**src/rtl/alu_pkg.sv**
```systemverilog
// ----------------------------------------------------------------------------
// alu_pkg
// Shared definitions for the multi-cycle ALU:
//   - 4-bit opcode constants presented on alu_mc.ctl
//   - FSM state encoding used by alu_mc
//   - operation select for the iterative multiplier/divider
// ----------------------------------------------------------------------------
package alu_pkg;

    localparam logic [3:0] OP_AND   = 4'b0000;
    localparam logic [3:0] OP_OR    = 4'b0001;
    localparam logic [3:0] OP_ADD   = 4'b0010;
    localparam logic [3:0] OP_SUB   = 4'b0110;
    localparam logic [3:0] OP_SLT   = 4'b0111;
    localparam logic [3:0] OP_NOR   = 4'b1100;
    localparam logic [3:0] OP_MULTU = 4'b1000;
    localparam logic [3:0] OP_DIVU  = 4'b1001;

    typedef enum logic [1:0] {
        ST_IDLE = 2'd0,
        ST_MUL  = 2'd1,
        ST_DIV  = 2'd2
    } state_t;

    typedef enum logic {
        MD_MUL = 1'b0,
        MD_DIV = 1'b1
    } md_op_t;

endpackage

```
**src/rtl/alu_muldiv.sv**
```systemverilog
// ----------------------------------------------------------------------------
// alu_muldiv
// Iterative unsigned multiplier (shift-add) / divider (restoring), one bit
// per clock, WIDTH iterations per operation.
// Ports:
//   clk, rst      clock, synchronous active-high reset (aborts any operation)
//   start         load operands and begin (ignored while busy is not checked;
//                 the controlling FSM only asserts it when idle)
//   op            MD_MUL or MD_DIV
//   a, b          operands (multiplicand/multiplier or dividend/divisor)
//   done          high during the cycle whose clock edge completes the last
//                 iteration; lo/hi then show the final values
//   lo, hi        value after the current iteration: product low/high, or
//                 quotient/remainder
// ----------------------------------------------------------------------------
module alu_muldiv
    import alu_pkg::*;
#(
    parameter int WIDTH = 32
) (
    input  logic             clk,
    input  logic             rst,
    input  logic             start,
    input  md_op_t           op,
    input  logic [WIDTH-1:0] a,
    input  logic [WIDTH-1:0] b,
    output logic             done,
    output logic [WIDTH-1:0] lo,
    output logic [WIDTH-1:0] hi
);

    localparam int CW = $clog2(WIDTH + 1);

    logic             busy_reg;
    md_op_t           op_reg;
    logic [WIDTH-1:0] opnd_reg;   // multiplicand or divisor
    logic [WIDTH-1:0] lo_reg;     // multiplier bits / dividend-quotient
    logic [WIDTH-1:0] hi_reg;     // partial product / partial remainder
    logic [CW-1:0]    cnt_reg;

    logic [WIDTH:0]   mul_sum;
    logic [WIDTH-1:0] mul_lo_next;
    logic [WIDTH-1:0] mul_hi_next;
    logic [WIDTH:0]   div_shift;
    logic [WIDTH:0]   div_diff;
    logic             div_fit;
    logic [WIDTH-1:0] div_lo_next;
    logic [WIDTH-1:0] div_hi_next;
    logic             last;

    always_comb begin
        // Shift-add: add multiplicand when the current multiplier LSB is set,
        // then shift the {carry, hi, lo} pair right by one.
        mul_sum     = {1'b0, hi_reg} + (lo_reg[0] ? {1'b0, opnd_reg} : '0);
        mul_hi_next = mul_sum[WIDTH:1];
        mul_lo_next = {mul_sum[0], lo_reg[WIDTH-1:1]};

        // Restoring division: bring the next dividend bit into the remainder,
        // trial-subtract, keep the difference only when it did not borrow.
        // With a zero divisor every trial fits, giving all-ones quotient and
        // the dividend shifted wholly into the remainder.
        div_shift   = {hi_reg, lo_reg[WIDTH-1]};
        div_diff    = div_shift - {1'b0, opnd_reg};
        div_fit     = ~div_diff[WIDTH];
        div_hi_next = div_fit ? div_diff[WIDTH-1:0] : div_shift[WIDTH-1:0];
        div_lo_next = {lo_reg[WIDTH-2:0], div_fit};
    end

    assign last = (cnt_reg == CW'(WIDTH - 1));
    assign done = busy_reg && last;
    assign lo   = (op_reg == MD_DIV) ? div_lo_next : mul_lo_next;
    assign hi   = (op_reg == MD_DIV) ? div_hi_next : mul_hi_next;

    always_ff @(posedge clk) begin
        if (rst) begin
            busy_reg <= 1'b0;
            op_reg   <= MD_MUL;
            opnd_reg <= '0;
            lo_reg   <= '0;
            hi_reg   <= '0;
            cnt_reg  <= '0;
        end else if (start) begin
            busy_reg <= 1'b1;
            op_reg   <= op;
            opnd_reg <= (op == MD_DIV) ? b : a;
            lo_reg   <= (op == MD_DIV) ? a : b;
            hi_reg   <= '0;
            cnt_reg  <= '0;
        end else if (busy_reg) begin
            lo_reg <= lo;
            hi_reg <= hi;
            if (last) begin
                busy_reg <= 1'b0;
                cnt_reg  <= '0;
            end else begin
                cnt_reg <= cnt_reg + CW'(1);
            end
        end
    end

endmodule

```
**src/rtl/alu_mc.sv**
```systemverilog
// ----------------------------------------------------------------------------
// alu_mc
// Multi-cycle ALU. Logic/arithmetic ops complete one cycle after acceptance;
// MULTU/DIVU run WIDTH cycles in alu_muldiv under an IDLE/MUL/DIV FSM.
// Ports:
//   clk, rst          clock, synchronous active-high reset
//   in_valid/in_ready request handshake (in_ready only in IDLE)
//   ctl, a, b         opcode and operands, captured at acceptance
//   out_valid         one-cycle completion pulse
//   result, hi        result/low product/quotient, high product/remainder
//   zero, ovf, err    SUB zero flag, ADD/SUB signed overflow, error flag
// ----------------------------------------------------------------------------
module alu_mc
    import alu_pkg::*;
#(
    parameter int WIDTH = 32
) (
    input  logic             clk,
    input  logic             rst,
    input  logic             in_valid,
    output logic             in_ready,
    input  logic [3:0]       ctl,
    input  logic [WIDTH-1:0] a,
    input  logic [WIDTH-1:0] b,
    output logic             out_valid,
    output logic [WIDTH-1:0] result,
    output logic [WIDTH-1:0] hi,
    output logic             zero,
    output logic             ovf,
    output logic             err
);

    state_t           state_reg;
    logic             out_valid_reg;
    logic [WIDTH-1:0] result_reg;
    logic [WIDTH-1:0] hi_reg;
    logic             zero_reg;
    logic             ovf_reg;
    logic             err_reg;
    logic             dbz_reg;     // divisor was zero at DIVU acceptance

    logic             accept;
    logic             md_start;
    md_op_t           md_op;
    logic             md_done;
    logic [WIDTH-1:0] md_lo;
    logic [WIDTH-1:0] md_hi;

    logic [WIDTH-1:0] sum;
    logic [WIDTH-1:0] diff;
    logic             add_ovf;
    logic             sub_ovf;
    logic [WIDTH-1:0] alu_result;
    logic             alu_zero;
    logic             alu_ovf;
    logic             alu_err;

    assign in_ready = (state_reg == ST_IDLE);
    assign accept   = in_valid && in_ready;
    assign md_op    = (ctl == OP_DIVU) ? MD_DIV : MD_MUL;
    assign md_start = accept && ((ctl == OP_MULTU) || (ctl == OP_DIVU));

    always_comb begin
        sum     = a + b;
        diff    = a - b;
        add_ovf = (a[WIDTH-1] == b[WIDTH-1]) && (sum[WIDTH-1] != a[WIDTH-1]);
        sub_ovf = (a[WIDTH-1] != b[WIDTH-1]) && (diff[WIDTH-1] != a[WIDTH-1]);

        alu_result = '0;
        alu_zero   = 1'b0;
        alu_ovf    = 1'b0;
        alu_err    = 1'b0;
        case (ctl)
            OP_AND: alu_result = a & b;
            OP_OR:  alu_result = a | b;
            OP_NOR: alu_result = ~(a | b);
            OP_ADD: begin
                alu_result = sum;
                alu_ovf    = add_ovf;
            end
            OP_SUB: begin
                alu_result = diff;
                alu_zero   = (diff == '0);
                alu_ovf    = sub_ovf;
            end
            // Sign of the difference is wrong exactly when it overflowed.
            OP_SLT: alu_result = {{(WIDTH-1){1'b0}}, diff[WIDTH-1] ^ sub_ovf};
            default: alu_err = 1'b1;
        endcase
    end

    alu_muldiv #(.WIDTH(WIDTH)) u_muldiv (
        .clk   (clk),
        .rst   (rst),
        .start (md_start),
        .op    (md_op),
        .a     (a),
        .b     (b),
        .done  (md_done),
        .lo    (md_lo),
        .hi    (md_hi)
    );

    always_ff @(posedge clk) begin
        if (rst) begin
            state_reg     <= ST_IDLE;
            out_valid_reg <= 1'b0;
            result_reg    <= '0;
            hi_reg        <= '0;
            zero_reg      <= 1'b0;
            ovf_reg       <= 1'b0;
            err_reg       <= 1'b0;
            dbz_reg       <= 1'b0;
        end else begin
            out_valid_reg <= 1'b0;
            case (state_reg)
                ST_IDLE: begin
                    if (in_valid) begin
                        if (ctl == OP_MULTU) begin
                            state_reg <= ST_MUL;
                        end else if (ctl == OP_DIVU) begin
                            state_reg <= ST_DIV;
                            dbz_reg   <= (b == '0);
                        end else begin
                            out_valid_reg <= 1'b1;
                            result_reg    <= alu_result;
                            hi_reg        <= '0;
                            zero_reg      <= alu_zero;
                            ovf_reg       <= alu_ovf;
                            err_reg       <= alu_err;
                        end
                    end
                end
                ST_MUL, ST_DIV: begin
                    if (md_done) begin
                        state_reg     <= ST_IDLE;
                        out_valid_reg <= 1'b1;
                        result_reg    <= md_lo;
                        hi_reg        <= md_hi;
                        zero_reg      <= 1'b0;
                        ovf_reg       <= 1'b0;
                        err_reg       <= (state_reg == ST_DIV) && dbz_reg;
                    end
                end
                default: state_reg <= ST_IDLE;
            endcase
        end
    end

    assign out_valid = out_valid_reg;
    assign result    = result_reg;
    assign hi        = hi_reg;
    assign zero      = zero_reg;
    assign ovf       = ovf_reg;
    assign err       = err_reg;

endmodule

```
**config.mk**
```make
export PLATFORM = sky130hd
export DESIGN_NAME = alu_mc
export DESIGN_NICKNAME = d
export VERILOG_FILES = /design/src/rtl/alu_pkg.sv /design/src/rtl/alu_muldiv.sv /design/src/rtl/alu_mc.sv
export SDC_FILE = /design/constraint.sdc
export NUM_CORES = 1
export LEC_CHECK = 0
export CAP_MARGIN = 30
export CORE_ASPECT_RATIO = 0.6
export CORE_UTILIZATION = 35
export CTS_BUF_LIST = sky130_fd_sc_hd__clkbuf_8 sky130_fd_sc_hd__clkbuf_16
export CTS_CLUSTER_DIAMETER = 60
export CTS_CLUSTER_SIZE = 12
export DETAILED_ROUTE_END_ITERATION = 10
export SYNTH_ARGS = -nofsm -noshare
export SYNTH_HDL_FRONTEND = slang
export SYNTH_HIERARCHICAL = 1
export SYNTH_SLANG_ARGS = --single-unit
export TNS_END_PERCENT = 100
```
**constraint.sdc**
```tcl
create_clock -name clk -period 8.1 [get_ports clk]
set_input_delay 2.43 -clock clk [delete_from_list [all_inputs] [get_ports clk]]
set_output_delay 2.43 -clock clk [all_outputs]
set_load 0.005 [all_outputs]
```
==> key figures <==
Finish
  • Layout cells sized above 1: 11.3%
  • NumNets Final: 2849
  • Finished Layout Cells: 3309
  • Area grow syn2layout: 17.4%

Clock network
  • Post-CTS Hold Buffers: 0
  • Max H-tree Level: 4
  • Post-CTS Repair Setup Buffers: 0
  • Clk Latency, worst-skew pair: 0.48 ns
  • Num CTS Buffers: 17
  • Num Clock Sinks: 175
  • Clock Tree Buf Depth: 2
  • CTS Root Cell: clkbuf_16
  • Clock transition at the registers of the reported paths: 0.09 ns
  • CTS tree: yes

Yosys
  • Warnings, synthesis: 6
  • XOR/XNOR Fraction of Synth Area: 4.28%
  • Main combinational cell family by area after synthesis: compound AO/OA/AOI/OAI gates
  • Simple-gate share of the synthesized area: 22.2%
  • Syn Inst Count: 2480
  • Mux cell area share after synthesis: 7.17%
  • Seq cells post-synth: 175
  • Post-synth ARST share: 0%
  • Cell variety after synth: 106
  • Syn_nets: 2727
  • Synth Area in Compound Gates: 28.3%
  • Synth top area share: 19.2%
  • Mapped Avg Cell Area: 7.34 sq um
  • Synth top area cells: dfxtp_1 19%, ha_1 12%, a21oi_1 6.8%
  • Adder-cell share of the synthesized area: 12.3%
  • Yosys top cell by area: dfxtp_1
  • Post-synth top cells: 299 x nor2_1, 247 x a21oi_1, 210 x nand2_1, 175 x dfxtp_1, 171 x ha_1
  • Sequential-to-total area share from yosys stat: 19.2%
  • Post-Syn Area: 18200 sq um
  • Count leader, synth: nor2_1
  • EDFF count, synth: 0
  • Most used DFF post-synth: dfxtp_1

Power
  • Cell leakage power: 8.65 nW
  • Power density cells: 139 nW/um^2
  • Peak supply drop: 173 uV

Critical path
  • CP Launch Type: input pin
  • WS Path Type: input pin to register
  • Worst reg2reg startpoint: u_muldiv/lo_reg[31]$_SDFFE_PP0P_
  • Arrival @ worst endpoint: 8.30 ns
  • Reg2Reg Depth: 12
  • Kind of end point of the critical path: register
  • End of the worst register-to-register path: result[0]$_SDFFE_PP0P_
  • Critical Path End: zero$_SDFFE_PP0P_
  • WP data required: 8.53 ns
  • Worst R2R Setup Slack: 3.60 ns
  • Worst Setup SP: b[1]
  • Worst Path Max Fanout: 2

Global routing
  • Number of antenna violations at the first check in global routing: 2
  • First-pass GRT wire length: 117000 microns
  • Pin count of the biggest net entering global routing: 71
  • Grt ovf: 0
  • Gr usage total: 29.3%
  • Number of global-route vias before repair: 18400

Timing
  • Fmax: 0.127 GHz
  • Worst-Margin Slew: 1.10 ns
  • Setup violators final: 0
  • Final setup skew: 0.0197 ns
  • Ratio of final minimum period to clock period: 97.1%
  • RSZ-0062 raised after global routing: false
  • Final Hold Fails: 0
  • Setup tns final: 0 ns
  • Min Tclk post-route: 7.87 ns
  • Pins Over Slew Limit: 0
  • Rel. slew slack: 26.1%

Worst hold path
  • Hold/Removal Path Class: register to register

Drt
  • WL final: 78200 microns
  • Post-DR wirelength/cell: 23.6 microns
  • Iter 0 DRT Violations: 2208
  • DRT Pass-1 Iters: 6
  • DR vias: 19700
  • Via/cell ratio: 5.96
  • ANT nets after route: 0
  • DRC violations left: 0

Die
  • Core Footprint: 51200 sq um
  • # rows: 64
  • Die width: 296 microns
  • Die Footprint: 53000 sq um
  • Height of the chip: 179 microns
  • Io pins: 140
  • Initial core utilization: 35.6%

Placed design
  • Detail Placement HPWL: 60700 microns
  • Placed insts: 3276
  • IO buf count: 139
  • Gpl congestion: 0.974

Job
  • Max-Cap Viols: 0

Status
  • Status: finished, final reports clean
## metrics by stage
stage / util (%) / power [mW] / setup WS, ns / hold WS (ns) / area [sq um]
after detailed placement: 40.6 / 2.07 / -0.247 / 0.448 / 20800
after CTS: 41.8 / 2.97 / 0.246 / 0.458 / 21400
after floorplan: - / 1.65 / 1.40 / 0.448 / 18200
after global routing: 41.8 / 3.11 / 0.0317 / 0.477 / 21400
after global placement: 40.5 / 2.07 / 0.0107 / 0.440 / 20700
final: 41.8 / 2.98 / 0.233 / 0.453 / 21400
## worst max-delay path: stages
cell and delay, ns:
clkdlybuf4s50_1 0.55, inv_1 0.09, buf_4 0.15, ha_1 0.19, or2_2 0.28, o211ai_1 0.26
a211oi_2 0.16, nor3_2 0.31, buf_4 0.20, o211ai_1 0.11, a41oi_1 0.33, o21ai_0 0.13
a21oi_1 0.30, fa_1 0.33, nand3b_1 0.14, a2111oi_2 0.26, o311ai_1 0.17, a31o_1 0.23
a2111oi_0 0.29, nand4_1 0.19, a2111oi_2 0.45, buf_4 0.21, nand4b_1 0.12, nor4_2 0.26
a22o_1 0.17
## final cells by class
class	count	area (sq um)
timing repair buffer	255	2280
clock inverter	14	165
antenna	1	2.50
tap	693	867
inverter	143	537
sequential	175	3510
multi-input combinational	2010	13600
fill	5294	29800
clock buffer	18	439
## worst min-delay path by stage
stage                                  from                       to  slack, ns  cells past startpoint
floorplan           result[14]$_SDFFE_PP0P_  result[14]$_SDFFE_PP0P_       0.45                      2
global placement        hi[27]$_SDFFE_PP0P_      hi[27]$_SDFFE_PP0P_       0.44                      2
detailed placement      hi[27]$_SDFFE_PP0P_      hi[27]$_SDFFE_PP0P_       0.45                      2
CTS                     hi[10]$_SDFFE_PP0P_      hi[10]$_SDFFE_PP0P_       0.46                      2
global route            hi[29]$_SDFFE_PP0P_      hi[29]$_SDFFE_PP0P_       0.48                      2
finish                  hi[27]$_SDFFE_PP0P_      hi[27]$_SDFFE_PP0P_       0.45                      2
## kinds of logic (layout without fill, tap and decap cells)
kind of cell,count (synthesis),in the layout
AO/OA/AOI/OAI,769,769
XOR/XNOR,89,89
adder cells (fa/ha/maj),176,176
buffers and inverters,295,430
flip-flops,175,175
multiplexers,122,122
other,0,1
AND/OR/NAND/NOR,854,854
## routing by layer
metal / GRT usage (%) / wire (microns) / part of all wire, % / vias to the layer above
met5: 0 / 0 / 0 / -
met3: 5.91 / 7090 / 9.1 / 99
met4: 6.98 / 1610 / 2.1 / 0
li1: - / - / - / 9223
met2: 40.8 / 30800 / 39 / 937
met1: 44.8 / 38800 / 50 / 9454
## report_power, final
group / internal (mW) / total (mW) / leakage, nW / switching [mW]
Combinational: 0.444 / 1.16 / 6.94 / 0.719
Clock: 0.450 / 0.890 / 0.294 / 0.440
Sequential: 0.893 / 0.923 / 1.42 / 0.0298
## cell usage in the layout (no fill, tap or decap), drive strengths merged, types with 11 or more instances in the layout
cell type | synthesis | routed
xor2 | 27 | 27
o31ai | 14 | 14
ha | 171 | 171
o211ai | 24 | 24
a21oi | 250 | 250
and2 | 39 | 39
a211o | 11 | 11
o221ai | 12 | 12
nor3 | 53 | 53
and3 | 20 | 20
clkdlybuf4s50 | 0 | 138
o21ai | 135 | 135
nand2 | 211 | 211
a211oi | 70 | 70
a221o | 11 | 11
nor2b | 25 | 25
nor2 | 300 | 300
clkbuf | 113 | 18
nor4 | 26 | 26
a31oi | 22 | 22
o22ai | 12 | 12
nand4 | 23 | 23
dfxtp | 175 | 175
nand2b | 20 | 20
mux2 | 67 | 67
a21o | 41 | 41
a31o | 11 | 11
or3 | 43 | 43
o21bai | 14 | 14
a221oi | 46 | 46
mux2i | 55 | 55
buf | 39 | 117
o21a | 20 | 20
nand3 | 61 | 61
inv | 142 | 151
xnor2 | 62 | 62
## timing repair
action | in CTS | in global routing
endpoints found under the setup margin | 0 | 1
gates resized for setup | 0 | 1
hold endpoints to repair | 0 | 0
Note: power is estimated with default switching activity, not from simulation.
